### config.mk
export PLATFORM = sky130hd
export DESIGN_NAME = debug_exec_ctrl
export DESIGN_NICKNAME = d
export VERILOG_FILES = /design/src/rtl/debug_exec_pkg.sv /design/src/rtl/debug_exec_ctrl_bp_match.sv /design/src/rtl/debug_exec_ctrl.sv
export SDC_FILE = /design/constraint.sdc
export NUM_CORES = 1
export LEC_CHECK = 0
export BUFFER_PORTS_ARGS = -buffer_cell sky130_fd_sc_hd__buf_2
export CAP_MARGIN = 0
export CORE_MARGIN = 8
export CORE_UTILIZATION = 52
export DETAILED_ROUTE_END_ITERATION = 10
export PLACE_DENSITY = 0.84
export SLEW_MARGIN = 5
export SYNTH_ARGS = -nofsm -noshare
export SYNTH_HDL_FRONTEND = slang
export SYNTH_SLANG_ARGS = --single-unit
### constraint.sdc
create_clock -name i_clk -period 2.95 [get_ports i_clk]
set_clock_uncertainty 0.1 [all_clocks]
set_input_delay 0.295 -clock i_clk [delete_from_list [all_inputs] [get_ports i_clk]]
set_output_delay 0.295 -clock i_clk [all_outputs]
set_load 0.01 [all_outputs]
### src/rtl/debug_exec_pkg.sv
// Shared encodings for the debug execution controller.
// Commands, controller states and stop causes.
package debug_exec_pkg;

    typedef enum logic [1:0] {
        CMD_STOP  = 2'd0,
        CMD_RUN   = 2'd1,
        CMD_STEP  = 2'd2,
        CMD_CLEAR = 2'd3
    } cmd_e;

    typedef enum logic [1:0] {
        ST_IDLE = 2'd0,
        ST_RUN  = 2'd1,
        ST_STEP = 2'd2,
        ST_DONE = 2'd3
    } state_e;

    typedef enum logic [1:0] {
        CAUSE_NONE = 2'd0,
        CAUSE_HALT = 2'd1,
        CAUSE_BP   = 2'd2,
        CAUSE_HOST = 2'd3
    } cause_e;

    function automatic int bp_idx_w(input int n);
        return (n > 1) ? $clog2(n) : 1;
    endfunction

endpackage

### src/rtl/debug_exec_ctrl_bp_match.sv
// Breakpoint slot register file with PC compare.
// Reports the lowest enabled slot whose address equals the PC.
module debug_bp_match
    import debug_exec_pkg::*;
#(
    parameter int BITS_SIZE = 32,
    parameter int NUM_BP    = 4,
    parameter int BP_IDX    = bp_idx_w(NUM_BP)
) (
    input  logic                 i_clk,
    input  logic                 i_reset,
    input  logic                 wr_en,
    input  logic [BP_IDX-1:0]    wr_index,
    input  logic [BITS_SIZE-1:0] wr_addr,
    input  logic                 wr_enable,
    input  logic [BITS_SIZE-1:0] pc,
    output logic                 match,
    output logic [BP_IDX-1:0]    hit_index
);

    logic [BITS_SIZE-1:0] addr_q [NUM_BP];
    logic [NUM_BP-1:0]    en_q;
    logic                 wr_ok;

    // Indices past the last slot exist when NUM_BP is not a power of two.
    assign wr_ok = wr_en && (32'(wr_index) < 32'(NUM_BP));

    always_ff @(posedge i_clk) begin
        if (i_reset) begin
            for (int i = 0; i < NUM_BP; i++) begin
                addr_q[i] <= '0;
            end
            en_q <= '0;
        end else if (wr_ok) begin
            addr_q[wr_index] <= wr_addr;
            en_q[wr_index]   <= wr_enable;
        end
    end

    // Scan downward so the lowest matching slot wins.
    always_comb begin
        match     = 1'b0;
        hit_index = '0;
        for (int i = NUM_BP - 1; i >= 0; i--) begin
            if (en_q[i] && (addr_q[i] == pc)) begin
                match     = 1'b1;
                hit_index = BP_IDX'(i);
            end
        end
    end

endmodule

### src/rtl/debug_exec_ctrl.sv
// MIPS execution controller: run, step and run-to-breakpoint.
// Owns the MIPS clock-enable and the enabled-cycle counter.
module debug_exec_ctrl
    import debug_exec_pkg::*;
#(
    parameter int BITS_SIZE = 32,
    parameter int CNT_SIZE  = 32,
    parameter int STEP_SIZE = 16,
    parameter int NUM_BP    = 4,
    parameter int BP_IDX    = bp_idx_w(NUM_BP)
) (
    input  logic                 i_clk,
    input  logic                 i_reset,
    input  logic                 i_cmd_valid,
    input  logic [1:0]           i_cmd,
    input  logic [STEP_SIZE-1:0] i_step_count,
    input  logic                 i_bp_wr_en,
    input  logic [BP_IDX-1:0]    i_bp_index,
    input  logic [BITS_SIZE-1:0] i_bp_addr,
    input  logic                 i_bp_enable,
    input  logic [BITS_SIZE-1:0] i_mips_pc,
    input  logic                 i_halt,
    output logic                 o_ctl_clk_wiz,
    output logic [CNT_SIZE-1:0]  o_cycle_count,
    output logic                 o_busy,
    output logic                 o_done,
    output logic [1:0]           o_stop_cause,
    output logic [BP_IDX-1:0]    o_bp_hit_index,
    output logic [1:0]           o_state
);

    state_e               state_q, state_d;
    cause_e               cause_q, cause_d;
    logic                 first_q, first_d;
    logic [STEP_SIZE-1:0] rem_q, rem_d;
    logic [BP_IDX-1:0]    hit_q, hit_d;
    logic [CNT_SIZE-1:0]  cnt_q, cnt_d;
    logic                 done_q;

    logic                 bp_match;
    logic [BP_IDX-1:0]    bp_index;
    cmd_e                 cmd;
    logic                 run_st;
    logic                 step_st;
    logic                 busy;
    logic                 stop_cmd;
    logic                 halt_stop;
    logic                 bp_stop;
    logic                 clk_en;

    debug_bp_match #(
        .BITS_SIZE (BITS_SIZE),
        .NUM_BP    (NUM_BP),
        .BP_IDX    (BP_IDX)
    ) u_bp_match (
        .i_clk     (i_clk),
        .i_reset   (i_reset),
        .wr_en     (i_bp_wr_en),
        .wr_index  (i_bp_index),
        .wr_addr   (i_bp_addr),
        .wr_enable (i_bp_enable),
        .pc        (i_mips_pc),
        .match     (bp_match),
        .hit_index (bp_index)
    );

    assign cmd       = cmd_e'(i_cmd);
    assign run_st    = (state_q == ST_RUN);
    assign step_st   = (state_q == ST_STEP);
    assign busy      = run_st || step_st;
    assign stop_cmd  = i_cmd_valid && (cmd == CMD_STOP);
    assign halt_stop = busy && i_halt;

    // The first RUN cycle ignores breakpoints so a resume can leave one.
    assign bp_stop = run_st && !first_q && bp_match && !halt_stop;

    assign clk_en =
        (run_st && !halt_stop && !bp_stop && !stop_cmd) ||
        (step_st && !halt_stop && !stop_cmd);

    always_comb begin
        state_d = state_q;
        cause_d = cause_q;
        first_d = first_q;
        rem_d   = rem_q;
        hit_d   = hit_q;
        cnt_d   = cnt_q;

        if (clk_en && !(&cnt_q)) begin
            cnt_d = cnt_q + CNT_SIZE'(1);
        end

        unique case (state_q)
            ST_IDLE, ST_DONE: begin
                if (i_cmd_valid) begin
                    unique case (cmd)
                        CMD_RUN: begin
                            state_d = ST_RUN;
                            first_d = 1'b1;
                            cause_d = CAUSE_NONE;
                            hit_d   = '0;
                        end
                        CMD_STEP: begin
                            state_d = ST_STEP;
                            cause_d = CAUSE_NONE;
                            rem_d   = (i_step_count == '0) ?
                                      STEP_SIZE'(1) : i_step_count;
                        end
                        CMD_CLEAR: begin
                            state_d = ST_IDLE;
                            cause_d = CAUSE_NONE;
                            hit_d   = '0;
                            cnt_d   = '0;
                        end
                        CMD_STOP: begin
                        end
                    endcase
                end
            end
            ST_RUN, ST_STEP: begin
                first_d = 1'b0;
                if (halt_stop) begin
                    state_d = ST_DONE;
                    cause_d = CAUSE_HALT;
                end else if (bp_stop) begin
                    state_d = ST_DONE;
                    cause_d = CAUSE_BP;
                    hit_d   = bp_index;
                end else if (stop_cmd) begin
                    state_d = ST_DONE;
                    cause_d = CAUSE_HOST;
                end else if (step_st && clk_en) begin
                    rem_d = rem_q - STEP_SIZE'(1);
                    if (rem_q == STEP_SIZE'(1)) begin
                        state_d = ST_DONE;
                        cause_d = CAUSE_HOST;
                    end
                end
            end
        endcase
    end

    always_ff @(posedge i_clk) begin
        if (i_reset) begin
            state_q <= ST_IDLE;
            cause_q <= CAUSE_NONE;
            first_q <= 1'b0;
            rem_q   <= '0;
            hit_q   <= '0;
            cnt_q   <= '0;
            done_q  <= 1'b0;
        end else begin
            state_q <= state_d;
            cause_q <= cause_d;
            first_q <= first_d;
            rem_q   <= rem_d;
            hit_q   <= hit_d;
            cnt_q   <= cnt_d;
            done_q  <= (state_d == ST_DONE) && (state_q != ST_DONE);
        end
    end

    assign o_ctl_clk_wiz  = clk_en;
    assign o_cycle_count  = cnt_q;
    assign o_busy         = busy;
    assign o_done         = done_q;
    assign o_stop_cause   = cause_q;
    assign o_bp_hit_index = hit_q;
    assign o_state        = state_q;

endmodule

After elaboration in Yosys (flattened, before gate mapping)
Memory sizes are Yosys's and may differ from the RTL's.
Index checks and enable logic that the tools add are counted.
{ "totals": {"reg_bits": 60, "mem_bits_rw": 128, "input_bits": 90, "out_inout_bits": 41, "wordCells": 131, "mem_count": 1} }
{ "mem_list": {"columns": ["name", "depth", "word_bits", "read_ports", "rd_clocked_by_memory_dff", "wr", "line", "text"], "rows": [
  ["u_bp_match.addr_q", 4, 32, 4, 0, 4, "debug_exec_ctrl_bp_match.sv:21", "logic [BITS_SIZE-1:0] addr_q [NUM_BP];"]
]} }
{ "classes": {"addsub": 2, "magnitude_cmp": 2, "n_eq_ne": 25, "n_mux": 55, "n_reduce_logical": 38} }
{ "ops": {"columns": ["operator", "n"], "rows": [
  ["32-bit two-way mux", 5],
  ["32-bit == test", 4],
  ["16-bit two-way mux", 7],
  ["2-bit two-way mux", 22],
  ["32-bit by 1-bit adder with 32-bit output, second input constant", 1],
  ["16-bit one-hot mux with 2 select lines", 1],
  ["32-bit AND reduction", 1],
  ["32-bit OR reduction", 1],
  ["1-bit logical AND", 18],
  ["2-bit != test, second input constant", 9],
  ["16-bit by 1-bit == test with 1-bit output, second input constant", 1],
  ["16-bit logical NOT", 1],
  ["16-bit by 1-bit subtractor with 16-bit output, second input constant", 1],
  ["1-bit two-way mux", 13],
  ["2-bit one-hot mux with 2 select lines", 3],
  ["2-bit == test, second input constant", 5],
  ["5-bit != test, second input constant", 2],
  ["4-bit AND reduction", 2],
  ["2-bit one-hot mux with 3 select lines", 1],
  ["6-bit AND reduction", 1],
  ["2-bit OR reduction", 3],
  ["1-bit logical NOT", 5],
  ["4-bit bitwise mux", 1],
  ["2-bit by 1-bit == test with 1-bit output, second input constant", 2],
  ["9 further kinds", 12]
]} }

Depth between registers and ports, before layout
{ "depth": {"depth_word": 20, "mapped_depth": 12, "mapped_depth_nobuf": 9} }

By module
From an unflattened synthesis, not the netlist that was laid out.
{ "unflattened": {"cells_unflattened": 930, "hier_area_um2": 9596.7} }
{ "by_module_without_submodules": {"columns": ["mod", "n_inst", "cells_per_inst", "area_each_um2", "seq_area_each_um2"], "rows": [
  ["debug_bp_match", 1, 529, 6312.3, 3923.8],
  ["debug_exec_ctrl", 1, 401, 3284.4, 1121.1]
]} }

Worst setup path before layout
Ideal clock, no wire load.
{ "synth_timing": {"kind": "reg2reg", "startpoint": "register state_q[0], in the netlist o_state[0]", "endpoint": "register cnt_q[31], in the netlist o_cycle_count[31]", "setup_time_ps": 115, "t_arrival_ps": 2632, "required_ps": 2735, "path_slack_ps": 104, "stages_incl_launch_ff": 12, "path_buffers": 3, "period_less_slack_ps": 2846, "cell_sequence": "dfxtp_1 -> inv_1 -> ha_1 -> clkbuf_1 -> nor2b_1 -> a21o_1 -> buf_1 -> nor4_1 -> nand2_1 -> buf_2 -> o31a_1 -> o21a_1"} }
{ "synth_between": {"elab_chain_len": 14, "word_cells_on_any_way": 23, "cone_classes": "3 x eq/ne; 4 x mux; 16 x reduce/logical"} }
{ "synth_rtl": {"columns": ["item", "line", "text"], "rows": [
  ["start, declared", "debug_exec_ctrl.sv:32", "state_e state_q, state_d;"],
  ["start signal, assigned", "debug_exec_ctrl.sv:153", "state_q <= state_d;"],
  ["2-bit by 1-bit == test with 1-bit output or 2-bit == test (tied branches)", "debug_exec_ctrl.sv:68, debug_exec_ctrl.sv:69", null],
  ["1-bit logical OR", "debug_exec_ctrl.sv:70", "assign busy = run_st || step_st;"],
  ["1-bit logical AND", "debug_exec_ctrl.sv:72", "assign halt_stop = busy && i_halt;"],
  ["1-bit logical NOT", "debug_exec_ctrl.sv:75, debug_exec_ctrl.sv:78, debug_exec_ctrl.sv:79", null],
  ["1-bit logical AND", "debug_exec_ctrl.sv:75", "assign bp_stop = run_st && !first_q && bp_match && !halt_stop;"],
  ["1-bit logical NOT", "debug_exec_ctrl.sv:78", "(run_st && !halt_stop && !bp_stop && !stop_cmd) ||"],
  ["1-bit logical AND (2 in a row)", "debug_exec_ctrl.sv:78", null],
  ["1-bit logical OR", "debug_exec_ctrl.sv:78", null],
  ["1-bit logical AND", "debug_exec_ctrl.sv:89", "if (clk_en && !(&cnt_q)) begin"],
  ["32-bit two-way mux", "debug_exec_ctrl.sv:89", null],
  ["32-bit two-way mux", "debug_exec_ctrl.sv:96", "unique case (cmd)"],
  ["32-bit two-way mux", "debug_exec_ctrl.sv:95", "if (i_cmd_valid) begin"],
  ["32-bit two-way mux *", "debug_exec_ctrl.sv:93", "unique case (state_q)"],
  ["end signal, assigned", "debug_exec_ctrl.sv:158", "cnt_q <= cnt_d;"],
  ["end, declared", "debug_exec_ctrl.sv:37", "logic [CNT_SIZE-1:0] cnt_q, cnt_d;"]
]} }
Mark *: on every way between the ends. The rest lies on a longest branch, timed or not.
A chain may end at the register's enable or synchronous reset.

==> impl_metrics.toml <==
[floorplan]
die_area_mm2 = 0.0225
die_h_um = 150
fp-row-count = 49
ios = 131
die_x_um = 150
coreArea_mm2 = 0.0178
initial_core_util_pct = 52.4

[timing]
setup_ws_ns = -0.112
rsz0062_at_grt = "yes"
slew_viol_final = 0
clock.fmax_mhz = 327
whs_ns = 0.0580
finalHoldViolations = 0
slew_headroom_pct = 52.8
tightest_slew_ns = 0.708
tns_ns = -0.137
final-setup-viol-count = 2
timing.final.crit_share_pct = 104
min_period_ns = 3.06

[cells_and_area]
antennaDiodeCount = 0
instances_no_fill = 1299
finalNetCount = 1153
final_layout_size_suffix_gt1_share_pct = 23.2
area_growth_pct = 20.5
fillers = 1316

[setup_path]
r2r-start = "u_bp_match.addr_q[3][13]$_DFFE_PP_"
cp.arrival_ns = 2.67
crit_chain = "xor2_2 -> nor4_4 -> buf_4 -> nand4_1 -> nor4_4 -> o41ai_4 -> a21oi_1 -> buf_4 -> nor2_2 -> buf_2"
worstSetupPathType = "reg2out"
critPathMaxFanout = 2
cp-endpoint = "o_ctl_clk_wiz"
endpoint_kind = "primary output"
slowest_stage = "edfxtp_1"
critPathLaunchType = "flop"
rr_endpoint = "rem_q[8]$_SDFFE_PP0P_"
rrSetupSlack_ns = -0.03
reg2reg_depth = 12
max_stage_delay_ns = 0.43
startpoint = "u_bp_match.addr_q[3][13]$_DFFE_PP_"
cp_data_required_time_ns = 2.56

[grt]
grt_pass1_wl_um = 37200
grt_overflow = 0
grt_max_degree = 33
grt_pass1_vias = 7190
track_usage_pct = 21.4
grt_antenna_before_repair = 0

[clock_tree]
clock-sinks = 188
h-tree-depth = 4
insertion_delay_ns = 0.44
clock_path_buffers = 2
cts-root-buf = "clkbuf_16"
clk_pin_slew_ns = 0.07
cts_tree = "yes"
numCtsBuffers = 17

[outcome]
status = "finished with violations"
violations = "setup timing"

[synthesis]
ys.flop_type = "edfxtp_1"
synth-seq-area-share_pct = 54.2
yosysTopAreaCellShare_pct = 41.3
synth_fa_ha_area_share_pct = 0.806
syn_inst = 896
synth_compound_area_share_pct = 7.15
synth-xor-area-share_pct = 13.9
ys_warn_count = 0
synth_top_cell_by_area = "edfxtp_1"
synth-seq-cells = 188
synth_commonest_cells = "158 x nor2_1, 128 x edfxtp_1, 90 x xor2_1"
synth.area.mux_share_pct = 0.981
syn-cell-area_mm2 = 0.00931
synthSimpleGateAreaFrac_pct = 19.6
synth_nets = 992
synth_edf_count = 128
yosysUniqueCellTypes = 58
yosys-top-cells-area = "edfxtp_1 41%, dfxtp_1 13%, xor2_1 8.5%"
ys_async_sr_fraction_pct = 0
syn_area_per_cell_um2 = 10.4
synth_top_family_by_area = "simple AND/OR/NAND/NOR gates"
yosysMostFrequentCell = "nor2_1"

[run]
cap_violations = 0

[route]
drt_iter0_markers = 650
vias = 7363
firstDrtPassIters = 5
wl_um = 24500
drc = 0
vias_per_cell = 5.67
wl_per_cell_um = 18.8
antenna_left = 0

[power_and_ir_drop]
total_leakage_power_nw = 4.56
peakVddDrop_uv = 496
powerDensity_mw_per_mm2 = 684
finalPower_mw = 7.67

[place]
io_buffers = 130
dp_hpwl_um = 16900
gp_congestion = 0.880
place_ws_ns = -0.258
placed_cells = 1261

[hold_path]
hold_class = "in2reg"
==> cell type report <==
cell class | instances | area, µm² | area share (%)
clock buffer | 17 | 425 | 3.79
clock inverter | 15 | 168 | 1.49
inverter | 43 | 161 | 1.44
multi-input combinational | 633 | 4110 | 36.6
sequential | 188 | 5040 | 45.0
tap | 229 | 287 | 2.55
timing repair buffer | 174 | 1030 | 9.14
==> routing by layer <==
layer / global-route usage (%) / routed length (µm)
met2: 35.7 / 11900
met5: 0 / 0
met3: 5.35 / 2250
met1: 26.5 / 9660
met4: 7.80 / 648
==> how the worst min path moves through the flow <==
stage | slack [ns] | end | cells after the start | startpoint
after detailed placement | 0.38 | o_cycle_count[18]$_SDFF_PP0_ | 2 | o_cycle_count[18]$_SDFF_PP0_
after CTS | 0.05 | u_bp_match.en_q[1]$_SDFFE_PP0P_ | 3 | i_bp_enable
after global routing | 0.08 | u_bp_match.en_q[0]$_SDFFE_PP0P_ | 3 | i_bp_enable
final | 0.06 | u_bp_match.en_q[3]$_SDFFE_PP0P_ | 3 | i_bp_enable
after floorplan | 0.34 | u_bp_match.en_q[0]$_SDFFE_PP0P_ | 2 | i_bp_enable
after global placement | 0.37 | o_cycle_count[18]$_SDFF_PP0_ | 2 | o_cycle_count[18]$_SDFF_PP0_
==> sequential cells by signal, indices dropped and copies added, names as in the netlist <==
signal,flops
o_cycle_count,32
o_done,1
u_bp_match.addr_q,128
o_state,2
o_bp_hit_index,2
rem_q,16
u_bp_match.en_q,4
first_q,1
o_stop_cause,2
==> cells by family after synthesis <==
kind of cell | after synthesis
mux | 9
compound gates | 86
simple gates | 384
flops | 188
xor+xnor | 148
buf+inv | 75
fa+ha+maj | 6
==> timing repair <==
| action | 4_1_cts | 5_1_grt |
|---|---|---|
| buffers inserted | 3 | 3 |
| cloned | 0 | 1 |
| endpoints found under the setup margin | 38 | 43 |
| pin swaps | 10 | 8 |
| gates resized for setup | 14 | 14 |
| hold buffers | 0 | 0 |
==> stage by stage <==
| step | area (µm²) | util [%] |
|---|---|---|
| detailed placement | 10400 | 58.5 |
| finish | 11200 | 63.1 |
| floorplan | 9310 | - |
| global placement | 10400 | 58.5 |
| global route | 11200 | 63.1 |
| CTS | 11100 | 62.4 |
==> cell usage in the layout, fill, tap and decap left out, types with 20 or more instances in the layout <==
cell      instances
nor2_1          156
a21oi_1          22
xor2_1           87
nor4_1           24
edfxtp_1        128
inv_1            43
buf_2           130
nand3_1          21
nand2_1          78
xnor2_1          58
dfxtp_1          60
nand4_1          20
buf_4            39
==> worst max-delay path, delay by kind of cell, from the launching register on <==
kind / cells / cell delay [ns]
and+or+nand+nor: 4 / 0.86
buffers and inverters: 3 / 0.44
DFF: 1 / 0.43
AOI/OAI and AO/OA: 2 / 0.28
xor gates and xnor gates: 1 / 0.21
==> where the power goes <==
| part | total (mW) | switching [mW] | internal, mW |
|---|---|---|---|
| clock network | 2.28 | 1.14 | 1.14 |
| registers | 3.24 | 0.179 | 3.06 |
| logic | 2.15 | 1.27 | 0.879 |
| total | 7.67 | 2.59 | 5.08 |
Power figures use the tool's default switching activity.
